**config.mk**
```make
export PLATFORM = sky130hd
export DESIGN_NAME = alu_aux_arbiter
export DESIGN_NICKNAME = d
export VERILOG_FILES = /design/src/rtl/alu_aux_arbiter.sv
export SDC_FILE = /design/constraint.sdc
export NUM_CORES = 1
export LEC_CHECK = 0
export ABC_AREA = 1
export ABC_CLOCK_PERIOD_IN_PS = 3700
export CORE_AREA = 3 3 246 248
export CTS_CLUSTER_DIAMETER = 30
export CTS_CLUSTER_SIZE = 14
export DETAILED_ROUTE_END_ITERATION = 12
export DIE_AREA = 0 0 249 251
export GPL_ROUTABILITY_DRIVEN = 1
export SLEW_MARGIN = 30
export SYNTH_ARGS = -nofsm -noshare
export SYNTH_HDL_FRONTEND = slang
export SYNTH_SLANG_ARGS = --single-unit
```
**constraint.sdc**
```tcl
create_clock -name clk -period 3.7 [get_ports clk]
set_input_delay 1.11 -clock clk [delete_from_list [all_inputs] [get_ports clk]]
set_output_delay 1.11 -clock clk [all_outputs]
set_load 0.005 [all_outputs]
```
**src/rtl/alu_aux_arbiter.sv**
```systemverilog
// Round-robin arbiter sharing one combinational alu_aux between the execute stage
// (port 0) and the branch/CSR helper (port 1), with a one-entry response register per port.
module alu_aux_arbiter #(
  parameter int XLEN  = 64,
  parameter int OPT_W = 16
) (
  input  logic             clk,
  input  logic             rst,

  input  logic [1:0]       req_valid,
  output logic [1:0]       req_ready,
  input  logic [OPT_W-1:0] req_op_type0,
  input  logic [OPT_W-1:0] req_op_type1,
  input  logic [XLEN-1:0]  req_op0_0,
  input  logic [XLEN-1:0]  req_op0_1,
  input  logic [XLEN-1:0]  req_op1_0,
  input  logic [XLEN-1:0]  req_op1_1,
  input  logic             req_word0,
  input  logic             req_word1,

  output logic [1:0]       resp_valid,
  input  logic [1:0]       resp_ready,
  output logic [XLEN-1:0]  resp_data0,
  output logic [XLEN-1:0]  resp_data1,

  output logic [OPT_W-1:0] alu_op_type,
  output logic [XLEN-1:0]  alu_op0,
  output logic [XLEN-1:0]  alu_op1,
  output logic             alu_is_word_op,
  input  logic [XLEN-1:0]  alu_res
);

  logic [1:0] slot_free;
  logic [1:0] elig;
  logic [1:0] grant;
  logic       rr_ptr;

  // A slot being drained this cycle is free, allowing back-to-back issue per port.
  always_comb begin
    slot_free = ~resp_valid | resp_ready;
    elig      = req_valid & slot_free;
    grant     = 2'b00;
    if (!rst) begin
      if (elig == 2'b11) begin
        grant = rr_ptr ? 2'b10 : 2'b01;
      end else begin
        grant = elig;
      end
    end
  end

  assign req_ready = grant;

  // Idle ALU inputs are zeroed so the OR-combined ALU result is zero too.
  always_comb begin
    alu_op_type    = '0;
    alu_op0        = '0;
    alu_op1        = '0;
    alu_is_word_op = 1'b0;
    if (grant[0]) begin
      alu_op_type    = req_op_type0;
      alu_op0        = req_op0_0;
      alu_op1        = req_op1_0;
      alu_is_word_op = (XLEN == 64) ? req_word0 : 1'b0;
    end else if (grant[1]) begin
      alu_op_type    = req_op_type1;
      alu_op0        = req_op0_1;
      alu_op1        = req_op1_1;
      alu_is_word_op = (XLEN == 64) ? req_word1 : 1'b0;
    end
  end

  // A new grant into a slot wins over a simultaneous drain of the same slot.
  always_ff @(posedge clk) begin
    if (rst) begin
      rr_ptr     <= 1'b0;
      resp_valid <= 2'b00;
      resp_data0 <= '0;
      resp_data1 <= '0;
    end else begin
      if (|grant) begin
        rr_ptr <= grant[0];
      end

      if (grant[0]) begin
        resp_valid[0] <= 1'b1;
        resp_data0    <= alu_res;
      end else if (resp_valid[0] && resp_ready[0]) begin
        resp_valid[0] <= 1'b0;
      end

      if (grant[1]) begin
        resp_valid[1] <= 1'b1;
        resp_data1    <= alu_res;
      end else if (resp_valid[1] && resp_ready[1]) begin
        resp_valid[1] <= 1'b0;
      end
    end
  end

endmodule

```
==> Word level (Yosys, flattened, before mapping) <==
Cells that the tools add are included.
{ "totals": {"register_bits": 131, "inputBits": 360, "output_inout_bits": 277, "elab_cells": 29} }
{ "op_classes": {"n_eq_ne": 1, "n_mux": 15, "bitwise": 3, "reduce_logical": 5} }
{ "ops": {"columns": ["cell", "n"], "rows": [
  ["$mux W64", 4],
  ["$mux W16", 2],
  ["$mux W1", 6],
  ["$mux W2", 3],
  ["$reduce_bool A2 Y1", 2],
  ["$and A2 B2 Y2", 1],
  ["$eq A2 B2 Y1 const B", 1],
  ["$logic_and A1 B1 Y1", 2],
  ["$not A2 Y2", 1],
  ["$or A2 B2 Y2", 1],
  ["$reduce_or A2 Y1", 1]
]} }

==> Depth between registers and ports, before layout <==
{ "depth": {"word_depth": 8, "depth_mapped": 9, "depth_no_buf": 7} }

==> Worst setup path after synthesis <==
OpenSTA, ideal clock, no wires.
{ "synth_path": {"path_kind": "in2out", "start": "input port rst", "end": "output port alu_op0[0]", "arrival_time_ps": 1925, "t_required_ps": 2590, "setup_slack_ps": 665, "stages": 7, "n_path_buf": 4, "path_cell_list": "buf_2 > nor2_2 > buf_4 > buf_6 > buf_4 > nand3_1 > nand2_1"} }
{ "synth_via": {"elab_chain_cells": 3} }
{ "synth_rtl": {"columns": ["element", "line_no", "rtl"], "rows": [
  ["start, declared", "8", "input logic rst,"],
  ["$mux W2 (*)", "43", "if (!rst) begin"],
  ["$mux W64", "65", "end else if (grant[1]) begin"],
  ["$mux W64 (*)", "60", "if (grant[0]) begin"],
  ["end, declared", "27", "output logic [XLEN-1:0] alu_op0,"]
]} }
Every way passes the cells marked *; elsewhere a longest branch is shown, timed or not.

==> Worst setup path in the final report <==
{ "layout_path": {"start": "input port resp_ready[0]", "end": "output port alu_op_type[11]"} }
{ "layout_via": {"elab_chain_cells": 7} }
{ "layout_rtl": {"columns": ["element", "line_no", "rtl"], "rows": [
  ["start, declared", "22", "input logic [1:0] resp_ready,"],
  ["$or A2 B2 Y2 (*)", "40", "slot_free = ~resp_valid | resp_ready;"],
  ["$and A2 B2 Y2 (*)", "41", "elig = req_valid & slot_free;"],
  ["$eq A2 B2 Y1", "44", "if (elig == 2'b11) begin"],
  ["$mux W2 (*)", "44", null],
  ["$mux W2 (*)", "43", null],
  ["$mux W16", "65", null],
  ["$mux W16 (*)", "60", null],
  ["end, declared", "26", "output logic [OPT_W-1:0] alu_op_type,"]
]} }
Marked as above.

==> results.json <==
{
  "status": "complete, but fails checks",
  "violations": "setup timing",
  "cp_data_arrival_time_ns": 2.63,
  "synth.largest_area_cell": "dfxtp_1",
  "maxSlewViolCount": 0,
  "crit_path_frequent_cell": "buf_12",
  "synth_fp_nets": 1707,
  "initial_utilization_pct": 13.6,
  "irDropWorstVdd_mv": 0.296,
  "combPwrFrac_pct": 35.7,
  "fin_setup_tns_ns": -0.183,
  "max-cap-violations": 0,
  "min_period_over_period_pct": 101,
  "ys_ff_latch": 131,
  "crit_family": "buffers and inverters",
  "die_w_um": 249,
  "clock_skew_ns": 0.0147,
  "switching_power_uw": 1580,
  "grt_pass1_vias": 11134,
  "clockRootBuffer": "clkbuf_16",
  "power.total_uw": 5310,
  "critPathRequiredTime_ns": 2.59,
  "cts_hold_buf": 0,
  "start_kind": "input port",
  "leakage_uw": 0.00835,
  "first_pass_iters": 5,
  "route.antenna.remaining_nets": 0,
  "row_count": 89,
  "wl_per_cell_um": 19.1,
  "cts_tree": "yes",
  "crit_cells": 11,
  "grt_setup_unrepaired": "yes",
  "crit_type": "in2out",
  "fin_ws_ns": -0.0420,
  "cts_buffers": 17,
  "track_usage_pct": 16.6,
  "core_area_um2": 58700,
  "internal_power_uw": 3730,
  "synth.distinct_cells": 16,
  "pin_count": 637,
  "cts.sinks": 131,
  "critPathMaxStageDelay_ns": 0.50,
  "worstMarginPinSlew_ns": 0.973,
  "setup_viol": 10,
  "gp_congestion": 0.875,
  "crit_chain": "buf_6, inv_4, nand2_4, buf_4, nand3_4, buf_12, buf_16, buf_12, nand3_1, nand2_1, clkdlybuf4s50_1",
  "antenna_found_initial": 8,
  "path_clk_slew_ns": 0.06,
  "slowest_stage": "clkdlybuf4s50_1",
  "maxSlewHeadroom_pct": 35.1,
  "layout_common_cells": "500 x clkdlybuf4s50_1, 390 x nand2_1, 388 x nand3_1",
  "path_max_fanout": 15,
  "reg2reg_slack_ns": 1.38,
  "fmax_ghz": 0.267,
  "rr_worst_depth": 9,
  "vias": 11610,
  "placed_area_um2": 15500,
  "final_common_cell": "clkdlybuf4s50_1",
  "wirelength_um": 54600,
  "nNetsFinal": 2430,
  "dp_hpwl_um": 37800,
  "crit_path_end_kind": "output pin",
  "gr-total-overflow": 0,
  "yosysTopAreaCellShare_pct": 33.0,
  "die_area_um2": 62500,
  "syn_to_final_growth_pct": 122,
  "pwr-share-clk_pct": 34.4,
  "syn_avg_cell_area_um2": 5.91,
  "avgViaCountPerCell": 4.06,
  "synth_area_um2": 7960,
  "worst-path-buf-inv": 7,
  "hold_violations": 0,
  "clock_path_buffers": 2,
  "grt_pass1_wl_um": 77500,
  "pwr-share-seq_pct": 29.9,
  "die_h_um": 251,
  "ys_seq_area_share_pct": 33.0,
  "drtIter0Drc": 713,
  "powerDensity_nw_per_um2": 300,
  "period_minus_slack_ns": 3.74,
  "synth_warnings": 0,
  "final_area_um2": 17700,
  "synth_area_leaders": "dfxtp_1 33%, nand3_1 26%, nand2_1 19%, inv_1 6.3%, nor2_1 6.0%",
  "drc_errors": 0,
  "min_path_type": "reg2reg",
  "h-tree-depth": 4,
  "clock_latency_ns": 0.43,
  "drive_above_1_share_pct": 16.4,
  "synth_cells": 1347,
  "min_path_cells": 4,
  "io_buffer_count": 636,
  "grt_max_degree": 84,
  "switching_share_pct": 29.8
}
[cell usage after synthesis (all sizes together)]
cell and number:
clkbuf 16, buf 105, dfxtp 131, nor2 130, a21oi 1, nand2 408, inv 134, o21ai 2
nand3 420
[sequential cells by signal, summed over array words and instances (netlist names)]
name,flops
resp_data0,64
resp_data1,64
resp_valid,2
rr_ptr,1
[worst paths after layout]
check	start	endpoint
worst max register to register	rr_ptr$_SDFFE_PP0P_	resp_valid[1]$_SDFFE_PP0P_
worst min register to register	resp_data0[9]$_SDFFE_PP0P_	resp_data0[9]$_SDFFE_PP0P_
worst min-delay path	resp_data0[9]$_SDFFE_PP0P_	resp_data0[9]$_SDFFE_PP0P_
worst max-delay path	resp_ready[0]	alu_op_type[11]
[routing by layer]
layer / wire, µm / vias up / share of wire, % / GRT usage (%)
met3: 4700 / 52 / 8.6 / 5.87
met5: 50 / - / 0.092 / 0
li1: - / 5714 / - / -
met2: 25500 / 542 / 47 / 27.6
met1: 23500 / 5294 / 43 / 20.9
met4: 785 / 8 / 1.4 / 3.12
[kinds of logic (layout without fill, tap and decap cells)]
kind of cell	after synthesis	after routing	share of synthesized area (%)
AOI/OAI and AO/OA	3	3	0.189
buffers and inverters	255	991	15.0
DFF	131	131	33.0
other	0	3	0
and+or+nand+nor	958	958	51.9
[tightest hold or removal path, stage by stage, from the launching register on]
cell and delay, ns:
dfxtp_1 0.31, inv_1 0.05, nor2_1 0.03, nand2_1 0.05
nand2_1 0.04
[what timing repair did]
| item | 4_1_cts | 5_1_grt |
|---|---|---|
| gates resized for setup | 445 | 20 |
| hold endpoints to repair | 0 | 0 |
| cloned | 24 | 0 |
| setup endpoints to repair | 147 | 42 |
| pin swaps | 22 | 4 |
| buffers inserted | 67 | 17 |
[through the flow]
step	util, %	worst slack, ns	instances	hold WS [ns]
3_3_place_gp	26.5	-0.533	2721	0.501
6_report	30.2	-0.0420	2859	0.513
5_1_grt	30.2	-0.124	2856	0.539
2_1_floorplan	-	0.665	1347	0.443
4_1_cts	29.9	-0.147	2842	0.514
3_5_place_dp	26.5	-0.542	2721	0.504
[power by group through the flow]
| stage | sequential, µW | clock, µW | combinational, µW |
|---|---|---|---|
| final | 1590 | 1830 | 1900 |
| after global routing | 1600 | 1940 | 2030 |
| after CTS | 1590 | 1870 | 1890 |
| after detailed placement | 1620 | 0 | 1670 |
| after global placement | 1610 | 0 | 1680 |
| after floorplan | 1620 | 0 | 513 |
[layout make-up]
type / instances / area, µm²
inverters: 134 / 505
fillers: 6335 / 41000
flip-flops and latches: 131 / 2620
clock inverters: 11 / 151
diodes: 3 / 7.51
clock buffers: 21 / 470
repair buffers: 825 / 8590
multi-input cells: 961 / 4390
well taps: 773 / 967
No activity file was read; power rests on OpenSTA's default activity.
